===== config.mk =====
export PLATFORM = sky130hd
export DESIGN_NAME = rf2p_fifo_flat
export DESIGN_NICKNAME = d
export VERILOG_FILES = /design/src/rtl/rf2p_fifo_if.sv /design/src/rtl/rf2p_fifo.sv /design/src/flat_wrapper.sv
export SDC_FILE = /design/constraint.sdc
export NUM_CORES = 1
export LEC_CHECK = 0
export ABC_AREA = 1
export BUFFER_PORTS_ARGS = -buffer_cell sky130_fd_sc_hd__buf_2
export CAP_MARGIN = 40
export CELL_PAD_IN_SITES_DETAIL_PLACEMENT = 1
export CELL_PAD_IN_SITES_GLOBAL_PLACEMENT = 2
export CORE_ASPECT_RATIO = 0.75
export CORE_MARGIN = 4
export CORE_UTILIZATION = 43
export CTS_BUF_LIST = sky130_fd_sc_hd__clkbuf_2 sky130_fd_sc_hd__clkbuf_4 sky130_fd_sc_hd__clkbuf_8
export DETAILED_ROUTE_END_ITERATION = 8
export GPL_ROUTABILITY_DRIVEN = 0
export GPL_TIMING_DRIVEN = 0
export MAX_ROUTING_LAYER = met4
export PLACE_DENSITY = 0.78
export SKIP_CTS_REPAIR_TIMING = 1
export SLEW_MARGIN = 10
export SYNTH_ARGS = -nofsm -noshare
export SYNTH_HDL_FRONTEND = slang
export SYNTH_SLANG_ARGS = --single-unit

===== constraint.sdc =====
create_clock -name clk -period 3 [get_ports clk]
set_clock_uncertainty 0.15 [all_clocks]
set_input_delay 0.15 -clock clk [delete_from_list [all_inputs] [get_ports clk]]
set_output_delay 0.15 -clock clk [all_outputs]
set_load 0.02 [all_outputs]

===== src/rtl/rf2p_fifo_if.sv =====
`default_nettype none
// ============================================================================
// Module      : rf2p_fifo_if
// Description : Handshake/data bundle for rf2p_fifo.
//               master : producer/consumer side (drives flush/push/wData/pop)
//               slave  : FIFO side (drives rData, rData_vld, status, flags)
//   flush        master->slave  synchronous clear
//   push/wData   master->slave  write request + data
//   pop          master->slave  read request
//   rData        slave->master  registered read data
//   rData_vld    slave->master  rData holds the word popped on previous edge
//   empty/full/almost_full/count  occupancy status
//   ovf/udf      sticky error flags (tied 0 unless RF2P_FIFO_ERR_FLAG_EN)
// Revision    : 1.0  initial release
// ============================================================================
interface rf2p_fifo_if #(
    parameter int L_data  = 27,
    parameter int nb_data = 16
);
    localparam int L_cnt = $clog2(nb_data + 1);

    logic              flush;
    logic              push;
    logic [L_data-1:0] wData;
    logic              pop;
    logic [L_data-1:0] rData;
    logic              rData_vld;
    logic              empty;
    logic              full;
    logic              almost_full;
    logic [L_cnt-1:0]  count;
    logic              ovf;
    logic              udf;

    modport master (
        output flush, push, wData, pop,
        input  rData, rData_vld, empty, full, almost_full, count, ovf, udf
    );

    modport slave (
        input  flush, push, wData, pop,
        output rData, rData_vld, empty, full, almost_full, count, ovf, udf
    );
endinterface
`default_nettype wire


===== src/rtl/rf2p_fifo.sv =====
`default_nettype none
// ============================================================================
// Module      : rf2p_fifo
// Description : Synchronous FIFO on a 2-port register-file array. One write
//               port, one read port, registered read data (1-cycle latency),
//               occupancy count, almost_full, synchronous flush.
// Ports       : clk  - sole clock, rising edge
//               rst  - asynchronous active-high reset
//               bus  - rf2p_fifo_if.slave (push/pop/flush in; data/status out)
// Config      : define RF2P_FIFO_ERR_FLAG_EN to enable sticky ovf/udf flags;
//               otherwise both are tied to 0 (port list unchanged).
// Revision    : 1.0  initial release
// ============================================================================
module rf2p_fifo #(
    parameter int L_data   = 27,
    parameter int nb_data  = 16,
    parameter int AFULL_TH = nb_data - 2
) (
    input  wire logic  clk,
    input  wire logic  rst,
    rf2p_fifo_if.slave bus
);
    localparam int L_addr = $clog2(nb_data);
    localparam int L_cnt  = $clog2(nb_data + 1);

    localparam logic [L_cnt-1:0]  c_DEPTH     = L_cnt'(nb_data);
    localparam logic [L_cnt-1:0]  c_AFULL     = L_cnt'(AFULL_TH);
    localparam logic [L_addr-1:0] c_LAST_ADDR = L_addr'(nb_data - 1);

    logic [L_data-1:0] r_mem [nb_data];
    logic [L_addr-1:0] r_wr_ptr;
    logic [L_addr-1:0] r_rd_ptr;
    logic [L_cnt-1:0]  r_count;
    logic [L_data-1:0] r_rdata;
    logic              r_rdata_vld;

    logic w_empty;
    logic w_full;
    logic w_push_ok;
    logic w_pop_ok;

    // Status flags decode the registered count directly: no extra latency.
    assign w_empty = (r_count == '0);
    assign w_full  = (r_count == c_DEPTH);

    // A push into a full FIFO is still taken when a pop frees a slot on the
    // same edge. Pop on empty is refused, so pushed data is never bypassed.
    assign w_push_ok = bus.push & (~w_full | bus.pop);
    assign w_pop_ok  = bus.pop & ~w_empty;

    // Depth need not be a power of two, so wrap explicitly at nb_data-1.
    function automatic logic [L_addr-1:0] f_next(input logic [L_addr-1:0] p);
        return (p == c_LAST_ADDR) ? '0 : p + L_addr'(1);
    endfunction

    // Storage array: not reset.
    always_ff @(posedge clk) begin
        if (w_push_ok && !bus.flush) begin
            r_mem[r_wr_ptr] <= bus.wData;
        end
    end

    always_ff @(posedge clk or posedge rst) begin
        if (rst) begin
            r_wr_ptr    <= '0;
            r_rd_ptr    <= '0;
            r_count     <= '0;
            r_rdata     <= '0;
            r_rdata_vld <= 1'b0;
        end else if (bus.flush) begin
            // rData deliberately holds its last value across a flush.
            r_wr_ptr    <= '0;
            r_rd_ptr    <= '0;
            r_count     <= '0;
            r_rdata_vld <= 1'b0;
        end else begin
            if (w_push_ok) begin
                r_wr_ptr <= f_next(r_wr_ptr);
            end
            if (w_pop_ok) begin
                r_rd_ptr <= f_next(r_rd_ptr);
                r_rdata  <= r_mem[r_rd_ptr];
            end
            r_rdata_vld <= w_pop_ok;
            case ({w_push_ok, w_pop_ok})
                2'b10:   r_count <= r_count + L_cnt'(1);
                2'b01:   r_count <= r_count - L_cnt'(1);
                default: r_count <= r_count;
            endcase
        end
    end

    assign bus.rData       = r_rdata;
    assign bus.rData_vld   = r_rdata_vld;
    assign bus.empty       = w_empty;
    assign bus.full        = w_full;
    assign bus.almost_full = (r_count >= c_AFULL);
    assign bus.count       = r_count;

`ifdef RF2P_FIFO_ERR_FLAG_EN
    logic r_ovf;
    logic r_udf;

    // Events use the raw requests, so a push dropped on full (no pop) and a
    // pop refused on empty are both recorded; flush masks and clears them.
    always_ff @(posedge clk or posedge rst) begin
        if (rst) begin
            r_ovf <= 1'b0;
            r_udf <= 1'b0;
        end else if (bus.flush) begin
            r_ovf <= 1'b0;
            r_udf <= 1'b0;
        end else begin
            if (bus.push && w_full && !bus.pop) begin
                r_ovf <= 1'b1;
            end
            if (bus.pop && w_empty) begin
                r_udf <= 1'b1;
            end
        end
    end

    assign bus.ovf = r_ovf;
    assign bus.udf = r_udf;
`else
    assign bus.ovf = 1'b0;
    assign bus.udf = 1'b0;
`endif

endmodule
`default_nettype wire

===== src/flat_wrapper.sv =====
// flat-port wrapper written by rule: the top's interface ports become plain ports
module rf2p_fifo_flat 
#(
    parameter int L_data   = 27,
    parameter int nb_data  = 16,
    parameter int AFULL_TH = nb_data - 2
)
  (clk, rst, bus_flush, bus_push, bus_wData, bus_pop, bus_rData, bus_rData_vld, bus_empty, bus_full, bus_almost_full, bus_count, bus_ovf, bus_udf);
  rf2p_fifo_if #(.L_data(L_data), .nb_data(nb_data)) bus_i ();
  input  wire logic clk;
  input  wire logic rst;
  input wire logic [$bits(bus_i.flush)-1:0] bus_flush;
  input wire logic [$bits(bus_i.push)-1:0] bus_push;
  input wire logic [$bits(bus_i.wData)-1:0] bus_wData;
  input wire logic [$bits(bus_i.pop)-1:0] bus_pop;
  output wire logic [$bits(bus_i.rData)-1:0] bus_rData;
  output wire logic [$bits(bus_i.rData_vld)-1:0] bus_rData_vld;
  output wire logic [$bits(bus_i.empty)-1:0] bus_empty;
  output wire logic [$bits(bus_i.full)-1:0] bus_full;
  output wire logic [$bits(bus_i.almost_full)-1:0] bus_almost_full;
  output wire logic [$bits(bus_i.count)-1:0] bus_count;
  output wire logic [$bits(bus_i.ovf)-1:0] bus_ovf;
  output wire logic [$bits(bus_i.udf)-1:0] bus_udf;
  assign bus_i.flush = bus_flush;
  assign bus_i.push = bus_push;
  assign bus_i.wData = bus_wData;
  assign bus_i.pop = bus_pop;
  assign bus_rData = bus_i.rData;
  assign bus_rData_vld = bus_i.rData_vld;
  assign bus_empty = bus_i.empty;
  assign bus_full = bus_i.full;
  assign bus_almost_full = bus_i.almost_full;
  assign bus_count = bus_i.count;
  assign bus_ovf = bus_i.ovf;
  assign bus_udf = bus_i.udf;
  rf2p_fifo #(.L_data(L_data), .nb_data(nb_data), .AFULL_TH(AFULL_TH)) u_core (.clk(clk), .rst(rst), .bus(bus_i));
endmodule

==> run metrics <==
#FFs+latches synth 473; final slew viol count 0; Starting Density 43.4%; routed wire length 62500 um; full die area 0.0499 mm^2; post-route clock period utilization 92.0%; pwr dens 784 mW/mm^2; Fill cells 4931; first drt pass iteration count 5; RSZ-0062 raised after global routing no; critical path class reg -> reg; Synth Area in Simple Gates 22.3%; Crit path arrival time 3150 ps; Ant. Diodes 0; CTS Root Cell clkbuf_8; CP Max Fanout 5; CP Cell Sequence nor2_2 > nand3_2 > nand3_1 > inv_1 > ha_1 > a21oi_1 > nand2_1 > xnor2_1 > nor2_1 > nand2_1 > nand2_1 > dlygate4sd3_1; Tot GR Track Use 25.8%; crit path launch type flop; I/O Pins 70; post-DP HPWL 43500 um; number of global-route vias before repair 14400; Yosys top cell by area edfxtp_1; clk slew on worst S/H paths 60 ps; Synth Area in XOR/XNOR 0.176%; Cell Rows 68; distinct cell type count after synthesis 29; Slew HR 43.8%; largest net degree at the start of global routing 23; die width 257 um; final setup fails 0; slowest CP cell dlygate4sd3_1; post-synth top area share 65.0%; largest cells by area after synthesis edfxtp_1 65%, nand2_1 14%, nand3_1 7.1%; compound-gate portion of the synthesized area 0.953%; minimum clock period 2760 ps; crit-path most repeated cell nand2_1; Hold Violations, Final 0; synthesized area 0.0200 mm^2; placed standard-cell area 0.0216 mm^2; core area 0.0459 mm^2; drt drc 0; sequential-to-total area share from yosys stat 70.2%; Design Area, Final 0.0235 mm^2; H-Tree Level Count 3; Tightest Pin Transition 843 ps; layout cell share with drive strength beyond 1 16.0%; outcome complete, no violations; max incr delay on CP 540 ps; Die Height 195 um; clk_lat worst skew 660 ps; Post-Synthesis Cells 1821; Worst Path Required 3390 ps; Post-DRT Antenna Nets 0; GR Overflow Total 0; VDD IR-drop max 0.000390 V; final-stage net count 2061; yosys warns 0; leakage 0.00958 uW; FMAX 0.362 GHz; Port Buffers 67; initial antenna violation count 1; first-pass GRT wire length 92000 um; CP Capture Type flop; WL/cell 23.4 um; max-cap violations 0; drt first-iter violations 1286; vias per std cell 5.32; CTS tree built; adder-cell share of the synthesized area 0.602%; WHS 229 ps; vias 14200; total power 18400 uW; Mean Syn Cell Area 11.0 um^2; main combinational cell family by area after synthesis simple AND/OR/NAND/NOR gates; CTS Sinks 473; Max Root-Sink Buffers 3; post-synthesis mux area share 0%; HP Class in -> reg; CTS Buf Count 79; Area Overhead vs Synth 17.6%
## metrics by stage
stage | setup TNS (ps) | setup WS, ps | instances | utilization (%)
final | 0 | 240 | 2673 | 51.1
after global routing | 0 | 50.7 | 2673 | 51.1
after CTS | 0 | 246 | 2640 | 50.4
after detailed placement | 0 | 252 | 2501 | 47.0
after global placement | -484940 | -1450 | 2484 | 45.8
after floorplan | 0 | 164 | 1822 | -
## layout by cell type (no fill, tap or decap), drive strengths merged
cell type    count
a21oi            3
nand2          722
o22ai            4
o21ai            9
clkinvlp         3
conb             2
inv            146
buf            163
nand3          287
ha               8
fa               1
edfxtp         432
nor2            22
or2             28
xnor2            3
o211ai          14
clkbuf         135
dlygate4sd3     33
clkinv          18
nand4            3
xor2             1
dfrtp           41
## Yosys cell counts
| master | number |
|---|---|
| nand2_1 | 722 |
| edfxtp_1 | 432 |
| nand3_1 | 285 |
| inv_1 | 140 |
| dfrtp_1 | 41 |
| or2_2 | 28 |
| buf_2 | 27 |
| buf_4 | 19 |
| nor2_1 | 19 |
| buf_6 | 17 |
| buf_1 | 15 |
| clkbuf_1 | 14 |
| o211ai_1 | 14 |
| ha_1 | 8 |
| o21ai_0 | 8 |
| inv_2 | 5 |
| o22ai_1 | 4 |
| a21oi_1 | 3 |
| clkbuf_2 | 3 |
| nand4_1 | 3 |
| nor2_2 | 3 |
| xnor2_1 | 3 |
| nand3_2 | 2 |
| buf_12 | 1 |
| conb_1 | 1 |
| fa_1 | 1 |
| inv_4 | 1 |
| o21ai_1 | 1 |
| xor2_1 | 1 |
## state kept, by name (all words and copies together) (netlist names)
register and count:
u_core.r_mem 432, u_core.bus.rData 27, u_core.bus.count 5, u_core.r_rd_ptr 4, u_core.r_wr_ptr 4, u_core.bus.rData_vld 1
## cell families (layout without fill, tap and decap cells)
group | Yosys count | count (layout)
buffers and inverters | 242 | 498
other | 1 | 2
AND/OR/NAND/NOR | 1062 | 1062
adder cells (fa/ha/maj) | 9 | 9
AO/OA/AOI/OAI | 30 | 30
flip-flops | 473 | 473
XOR/XNOR | 4 | 4
## worst paths after layout
kind / startpoint / end / slack (ps) / cells past startpoint
min in group asynchronous: rst / u_core.bus.count[2]$_DFFE_PP0P_ / 490 / 4
max in group asynchronous: rst / u_core.bus.rData_vld$_DFF_PP0_ / 1620 / 5
worst max register to register: u_core.bus.count[2]$_DFFE_PP0P_ / u_core.bus.count[3]$_DFFE_PP0P_ / 240 / 12
worst min-delay path: bus_flush / u_core.bus.count[1]$_DFFE_PP0P_ / 230 / 5
worst max-delay path: u_core.bus.count[2]$_DFFE_PP0P_ / u_core.bus.count[3]$_DFFE_PP0P_ / 240 / 12
worst min register to register: u_core.bus.rData[12]$_DFFE_PP0P_ / u_core.bus.rData[12]$_DFFE_PP0P_ / 320 / 2
## routing by layer
layer	part of all wire (%)	vias to the layer above	global-route usage (%)
met5	0	-	-
met4	2.4	0	6.56
met3	7.5	104	4.72
met2	44	470	37.5
met1	46	7160	37.8
li1	-	6485	-
## cell type report
type | count | area (um^2) | share of cell area, %
Buffer | 96 | 613 | 2.61
Inverter | 146 | 551 | 2.35
Clock inverter | 21 | 96.3 | 0.411
Multi-Input combinational cell | 1107 | 4910 | 20.9
Clock buffer | 118 | 1450 | 6.17
Sequential cell | 473 | 14000 | 59.6
Timing Repair Buffer | 117 | 1100 | 4.70
Tap cell | 595 | 744 | 3.17
## critical path, delay by kind of cell, from the launching register on
family,cells,cell delay (ps)
xor+xnor,1,130
buf+inv,2,650
fa+ha+maj,1,340
simple gates,7,770
flops,1,450
compound gates,1,160
## report_power, final
group / switching, uW / total [uW] / internal [uW]
combinational: 3540 / 5090 / 1560
clock: 2610 / 5680 / 3070
sequential: 165 / 7640 / 7470
(Power assumes the default switching activity.)
